<file path="config.mk">
export PLATFORM = sky130hd
export DESIGN_NAME = gray_step_decoder_flat
export DESIGN_NICKNAME = d
export VERILOG_FILES = /design/src/rtl/gray_pkg.sv /design/src/rtl/gray_step_decoder_if.sv /design/src/rtl/gray_sync.sv /design/src/rtl/gray_step_decoder.sv /design/src/flat_wrapper.sv
export SDC_FILE = /design/constraint.sdc
export NUM_CORES = 1
export LEC_CHECK = 0
export BUFFER_PORTS_ARGS = -buffer_cell sky130_fd_sc_hd__buf_2
export CAP_MARGIN = 40
export CORE_ASPECT_RATIO = 1.1
export CORE_UTILIZATION = 57
export CTS_BUF_LIST = sky130_fd_sc_hd__clkbuf_4 sky130_fd_sc_hd__clkbuf_8 sky130_fd_sc_hd__clkbuf_16
export CTS_CLUSTER_DIAMETER = 80
export DETAILED_ROUTE_END_ITERATION = 16
export PLACE_DENSITY = 0.82
export SLEW_MARGIN = 30
export SYNTH_ARGS = -nofsm -noshare
export SYNTH_HDL_FRONTEND = slang
export SYNTH_SLANG_ARGS = --single-unit
</file>
<file path="constraint.sdc">
create_clock -name clk -period 5.1 [get_ports clk]
set_input_delay 0.51 -clock clk [delete_from_list [all_inputs] [get_ports clk]]
set_output_delay 0.51 -clock clk [all_outputs]
set_load 0.05 [all_outputs]
</file>
<file path="src/rtl/gray_pkg.sv">
// Shared Gray-code definitions for the 2-bit Gray counter and its step decoder.
package gray_pkg;

  typedef enum logic {
    INIT,
    TRACK
  } state_t;

  localparam logic [1:0] G0 = 2'b00;
  localparam logic [1:0] G1 = 2'b01;
  localparam logic [1:0] G2 = 2'b11;
  localparam logic [1:0] G3 = 2'b10;

  function automatic logic [1:0] gray_next(input logic [1:0] g);
    logic [1:0] r;
    unique case (g)
      G0: r = G1;
      G1: r = G2;
      G2: r = G3;
      G3: r = G0;
    endcase
    return r;
  endfunction

  function automatic logic [1:0] gray_prev(input logic [1:0] g);
    logic [1:0] r;
    unique case (g)
      G0: r = G3;
      G1: r = G0;
      G2: r = G1;
      G3: r = G2;
    endcase
    return r;
  endfunction

  function automatic logic [1:0] gray2bin(input logic [1:0] g);
    return {g[1], g[1] ^ g[0]};
  endfunction

endpackage

</file>
<file path="src/rtl/gray_step_decoder_if.sv">
// Control, Gray input and decoded motion outputs of gray_step_decoder.
interface gray_step_decoder_if #(
  parameter int unsigned WIDTH = 8
);
  logic             en;
  logic             clr;
  logic [1:0]       gray_in;
  logic [1:0]       bin_out;
  logic             step_fwd;
  logic             step_bwd;
  logic             err;
  logic [WIDTH-1:0] pos;
  logic [WIDTH-1:0] err_cnt;
  logic             locked;

  modport master (
    output en, clr, gray_in,
    input  bin_out, step_fwd, step_bwd, err, pos, err_cnt, locked
  );

  modport slave (
    input  en, clr, gray_in,
    output bin_out, step_fwd, step_bwd, err, pos, err_cnt, locked
  );
endinterface

</file>
<file path="src/rtl/gray_sync.sv">
// N-stage 2-bit input synchronizer with synchronous reset to 00; N=0 is a wire.
module gray_sync #(
  parameter int unsigned N = 2
) (
  input  logic       clk,
  input  logic       rst,
  input  logic [1:0] d,
  output logic [1:0] q
);

  if (N == 0) begin : g_pass
    assign q = d;
  end else begin : g_sync
    logic [1:0] stage_q [N];
    logic [1:0] stage_d [N];

    always_comb begin
      stage_d[0] = d;
      for (int unsigned i = 1; i < N; i++) begin
        stage_d[i] = stage_q[i-1];
      end
    end

    always_ff @(posedge clk) begin
      for (int unsigned i = 0; i < N; i++) begin
        if (rst) stage_q[i] <= '0;
        else     stage_q[i] <= stage_d[i];
      end
    end

    assign q = stage_q[N-1];
  end

endmodule

</file>
<file path="src/rtl/gray_step_decoder.sv">
// Decodes a 2-bit Gray/quadrature stream into step pulses, a wrapping position
// and a saturating count of illegal two-bit jumps.
module gray_step_decoder
  import gray_pkg::*;
#(
  parameter int unsigned WIDTH       = 8,
  parameter int unsigned SYNC_STAGES = 2
) (
  input  logic                 clk,
  input  logic                 rst,
  gray_step_decoder_if.slave   bus
);

  logic [1:0]       g_s;

  state_t           state_q, state_d;
  logic [1:0]       prev_q, prev_d;
  logic [1:0]       bin_q, bin_d;
  logic             fwd_q, fwd_d;
  logic             bwd_q, bwd_d;
  logic             err_q, err_d;
  logic [WIDTH-1:0] pos_q, pos_d;
  logic [WIDTH-1:0] err_cnt_q, err_cnt_d;
  logic             locked_q, locked_d;

  gray_sync #(.N(SYNC_STAGES)) u_sync (
    .clk (clk),
    .rst (rst),
    .d   (bus.gray_in),
    .q   (g_s)
  );

  always_comb begin
    state_d   = state_q;
    prev_d    = prev_q;
    bin_d     = bin_q;
    fwd_d     = 1'b0;
    bwd_d     = 1'b0;
    err_d     = 1'b0;
    pos_d     = pos_q;
    err_cnt_d = err_cnt_q;
    locked_d  = locked_q;

    if (bus.en) begin
      case (state_q)
        INIT: begin
          // First accepted code only establishes the reference; no event.
          prev_d   = g_s;
          bin_d    = gray2bin(g_s);
          state_d  = TRACK;
          locked_d = 1'b1;
        end
        TRACK: begin
          if (g_s == gray_next(prev_q)) begin
            fwd_d = 1'b1;
            pos_d = pos_q + WIDTH'(1);
          end else if (g_s == gray_prev(prev_q)) begin
            bwd_d = 1'b1;
            pos_d = pos_q - WIDTH'(1);
          end else if (g_s != prev_q) begin
            err_d = 1'b1;
            if (err_cnt_q != '1) err_cnt_d = err_cnt_q + WIDTH'(1);
          end
          prev_d = g_s;
          bin_d  = gray2bin(g_s);
        end
      endcase
    end

    // Clear wins over the decode's counter updates but leaves pulses/prev intact.
    if (bus.clr) begin
      pos_d     = '0;
      err_cnt_d = '0;
    end
  end

  always_ff @(posedge clk) begin
    if (rst) begin
      state_q   <= INIT;
      prev_q    <= '0;
      bin_q     <= '0;
      fwd_q     <= 1'b0;
      bwd_q     <= 1'b0;
      err_q     <= 1'b0;
      pos_q     <= '0;
      err_cnt_q <= '0;
      locked_q  <= 1'b0;
    end else begin
      state_q   <= state_d;
      prev_q    <= prev_d;
      bin_q     <= bin_d;
      fwd_q     <= fwd_d;
      bwd_q     <= bwd_d;
      err_q     <= err_d;
      pos_q     <= pos_d;
      err_cnt_q <= err_cnt_d;
      locked_q  <= locked_d;
    end
  end

  assign bus.bin_out  = bin_q;
  assign bus.step_fwd = fwd_q;
  assign bus.step_bwd = bwd_q;
  assign bus.err      = err_q;
  assign bus.pos      = pos_q;
  assign bus.err_cnt  = err_cnt_q;
  assign bus.locked   = locked_q;

endmodule

</file>
<file path="src/flat_wrapper.sv">
// flat-port wrapper written by rule: the top's interface ports become plain ports
module gray_step_decoder_flat import gray_pkg::*;
#(
  parameter int unsigned WIDTH       = 8,
  parameter int unsigned SYNC_STAGES = 2
)
  (clk, rst, bus_en, bus_clr, bus_gray_in, bus_bin_out, bus_step_fwd, bus_step_bwd, bus_err, bus_pos, bus_err_cnt, bus_locked);
  gray_step_decoder_if #(.WIDTH(WIDTH)) bus_i ();
  input  logic clk;
  input  logic rst;
  input wire logic [$bits(bus_i.en)-1:0] bus_en;
  input wire logic [$bits(bus_i.clr)-1:0] bus_clr;
  input wire logic [$bits(bus_i.gray_in)-1:0] bus_gray_in;
  output wire logic [$bits(bus_i.bin_out)-1:0] bus_bin_out;
  output wire logic [$bits(bus_i.step_fwd)-1:0] bus_step_fwd;
  output wire logic [$bits(bus_i.step_bwd)-1:0] bus_step_bwd;
  output wire logic [$bits(bus_i.err)-1:0] bus_err;
  output wire logic [$bits(bus_i.pos)-1:0] bus_pos;
  output wire logic [$bits(bus_i.err_cnt)-1:0] bus_err_cnt;
  output wire logic [$bits(bus_i.locked)-1:0] bus_locked;
  assign bus_i.en = bus_en;
  assign bus_i.clr = bus_clr;
  assign bus_i.gray_in = bus_gray_in;
  assign bus_bin_out = bus_i.bin_out;
  assign bus_step_fwd = bus_i.step_fwd;
  assign bus_step_bwd = bus_i.step_bwd;
  assign bus_err = bus_i.err;
  assign bus_pos = bus_i.pos;
  assign bus_err_cnt = bus_i.err_cnt;
  assign bus_locked = bus_i.locked;
  gray_step_decoder #(.WIDTH(WIDTH), .SYNC_STAGES(SYNC_STAGES)) u_core (.clk(clk), .rst(rst), .bus(bus_i));
endmodule
</file>
==> out/metrics.cfg <==
[min_path]
hold_path.class = primary input to register

[clock_tree]
cts_sinks = 28
clock_latency_ps = 330
cts_tree = yes
clk_transition_reported_paths_ps = 160
root_buffer = clkbuf_4
cts_made_buffers = 3
cts-resized-gates = 0
cts_buffer_depth = 2
htreeDepth = 1
post_cts_buffers = 0
ctsHoldBuffers = 0

[synthesis]
synth_nets = 164
synth_top_cell_area_share_pct = 40.40
yosysMostFrequentCell = dfxtp_1
synth_common_cells = dfxtp_1 (28), nor2_1 (20), nand2_1 (14), xnor2_1 (14), a21oi_1 (8)
syn_area_per_cell_um2 = 9.251
yosys_register_bits = 28
synth_edf_count = 0
synthTopCellsByArea = dfxtp_1 (40%), xnor2_1 (8.8%), ha_1 (6.3%)
postSynthCellCount = 150
async_flop_share_pct = 0
synth_top_area_cell = dfxtp_1
synthesis.area_um2 = 1388
yosysWarnings = 0
ys_seq_area_share_pct = 40.40
synth.distinct_cells = 37
synth_ff_type = dfxtp_1

[floorplan]
ioPinCount = 28
die_w_um = 49.05
coreArea_um2 = 2275
dieArea_um2 = 2636
fp-row-count = 18
die_h_um = 53.75
start_util_pct = 61.00

[sta]
rsz0062_at_grt = no
fin_skew_ps = 10.58
setup_viol = 0
fin_crit_ps = 2504
slew_headroom_pct = 70.14
drv_slew = 0
fin_crit_sh_pct = 49.09
timing_hold_violations_final = 0
worstMarginPinSlew_ps = 446.2
max_freq_ghz = 0.3994
fin_setup_tns_ps = 0

[critical_path]
cp_slowest_cell = dfxtp_1
arrival_ps = 2770
critPathMaxStageDelay_ps = 470
crit_type = register to register
cp.buffers_inverters = 0
cp-end-kind = register
cp.required_ps = 5370
critPathMaxFanout = 10
path_delay_family = simple AND/OR/NAND/NOR gates
crit_chain = xnor2_1 > nand2_1 > ha_1 > nand3_1 > a211o_1 > and3_1 > o21ai_0 > mux2i_1
start_kind = register

[detailed_routing]
routed_wirelength_mm = 2.551
viasPerCell = 5.493
via_count = 1126
drt-initial-drc-count = 20
drtPass1Iterations = 4
detail-route-antenna-nets = 0
drc_errors = 0
wl_per_cell_um = 12.44

[place]
port_buffers = 27
place.gp.congestion = 0.7721
place_area_um2 = 1525
place_inst = 201
hpwl_mm = 1.887

[layout]
final_cells = 205
diodes = 0
finish.utilization_pct = 69.36
synthToLayoutAreaGrowth_pct = 13.71
fill_cells = 193
final_net_count = 190
fin_area_um2 = 1578
drive_gt1_share_pct = 22.29

[pwr]
vdd_drop_max_mv = 0.2053
p_seq_share_pct = 53.7
clockPowerShare_pct = 34.4
sw_frac_of_total_pct = 24.39
pwr-share-comb_pct = 12.0
intPower_uw = 321.0
power_density_nw_per_um2 = 269.0
static-leakage-power_nw = 0.6611
power.switching_uw = 103.5

[global_route]
grt_pass1_vias = 987
antenna_found_initial = 0
track_usage_pct = 21.06
grt-ovfl-total = 0
grt_pass1_wl_mm = 4.119
grt_max_degree = 17

[outcome]
status = finished clean

[run]
max-cap-violations = 0

## cells by family after synthesis
group / synth area share (%)
muxes: 4.328
and+or+nand+nor: 22.45
AOI/OAI and AO/OA: 9.829
adders and majority gates: 7.755
DFF: 40.40
buffers and inverters: 2.795
xor gates and xnor gates: 12.44
## worst paths after layout
path                                      start                                  to  slack [ps]  cells past startpoint
max          u_core.u_sync.g_sync.stage_q[1][1]                   u_core.bus.pos[7]        2600                      8
min                              bus_gray_in[0]  u_core.u_sync.g_sync.stage_q[0][0]         370                      2
max reg2reg  u_core.u_sync.g_sync.stage_q[1][1]                   u_core.bus.pos[7]        2600                      8
min reg2reg  u_core.u_sync.g_sync.stage_q[0][1]  u_core.u_sync.g_sync.stage_q[1][1]         460                      1
## layer usage
metal | share of wire (%) | wire [um] | track usage (%) | vias up
li1 | - | - | - | 562
met5 | 0 | 0 | 0 | -
met2 | 53 | 1342 | 40.28 | 25
met1 | 42 | 1063 | 23.08 | 534
met3 | 3.9 | 99 | 3.390 | 5
met4 | 1.8 | 46 | 10.29 | 0
## power by group through the flow
stage                     sequential (mW)  combinational, mW  clock [mW]
after floorplan                     0.240             0.0340           0
after global placement              0.232             0.0492           0
after detailed placement            0.233             0.0506           0
after CTS                           0.228             0.0510       0.150
after global routing                0.229             0.0563       0.155
final                               0.228             0.0508       0.146
## state kept, by name (all words and copies together), names as in the netlist
register and cells:
u_core.bus.step_bwd 1, u_core.bus.locked 1, u_core.u_sync.g_sync.stage_q 4, u_core.state_q 1, u_core.bus.err 1, u_core.prev_q 1
u_core.bus.err_cnt 8, u_core.bus.bin_out 2, u_core.bus.step_fwd 1, u_core.bus.pos 8
## metrics by stage
stage	hold slack, ps	total power, mW	setup WS (ps)
after floorplan	413.8	0.2739	2880
after global placement	444.6	0.2813	2783
after detailed placement	442.3	0.2831	2649
after CTS	370.8	0.4285	2585
after global routing	366.9	0.4394	2361
final	369.7	0.4245	2596
## placed cells by master (no fill, tap or decap)
cell | Yosys | layout
nor4_1 | 3 | 3
xor2_2 | 2 | 2
clkbuf_4 | 0 | 3
nor2_1 | 20 | 20
xor2_1 | 2 | 2
o21a_1 | 1 | 1
a211o_1 | 1 | 1
dfxtp_1 | 28 | 28
xnor2_1 | 14 | 14
fa_1 | 1 | 1
a21o_1 | 2 | 2
mux2i_1 | 6 | 6
bufinv_16 | 0 | 1
nor3_1 | 5 | 5
a211oi_2 | 1 | 1
a21oi_1 | 8 | 8
o221ai_1 | 1 | 1
o21ai_0 | 3 | 3
ha_1 | 7 | 7
o22ai_1 | 1 | 1
buf_2 | 1 | 27
nor2_2 | 2 | 2
a211oi_1 | 2 | 2
nor2_4 | 1 | 1
nand2_1 | 14 | 14
o21bai_1 | 1 | 1
and3_1 | 2 | 2
nand3_1 | 5 | 5
nor2b_1 | 4 | 4
nor3b_1 | 1 | 1
or3_1 | 1 | 1
nand4_4 | 1 | 1
nand4_1 | 2 | 2
inv_1 | 1 | 1
or2_2 | 1 | 1
## cell type report
class / instances / area, um^2 / share of cell area, %
Inverter: 1 / 3.754 / 0.2379
Multi-Input combinational cell: 115 / 788.3 / 49.96
Timing Repair Buffer: 27 / 135.1 / 8.565
Sequential cell: 28 / 560.5 / 35.53
Clock inverter: 1 / 30.03 / 1.903
Tap cell: 30 / 37.54 / 2.379
Clock buffer: 3 / 22.52 / 1.427
(Power assumes the default switching activity.)
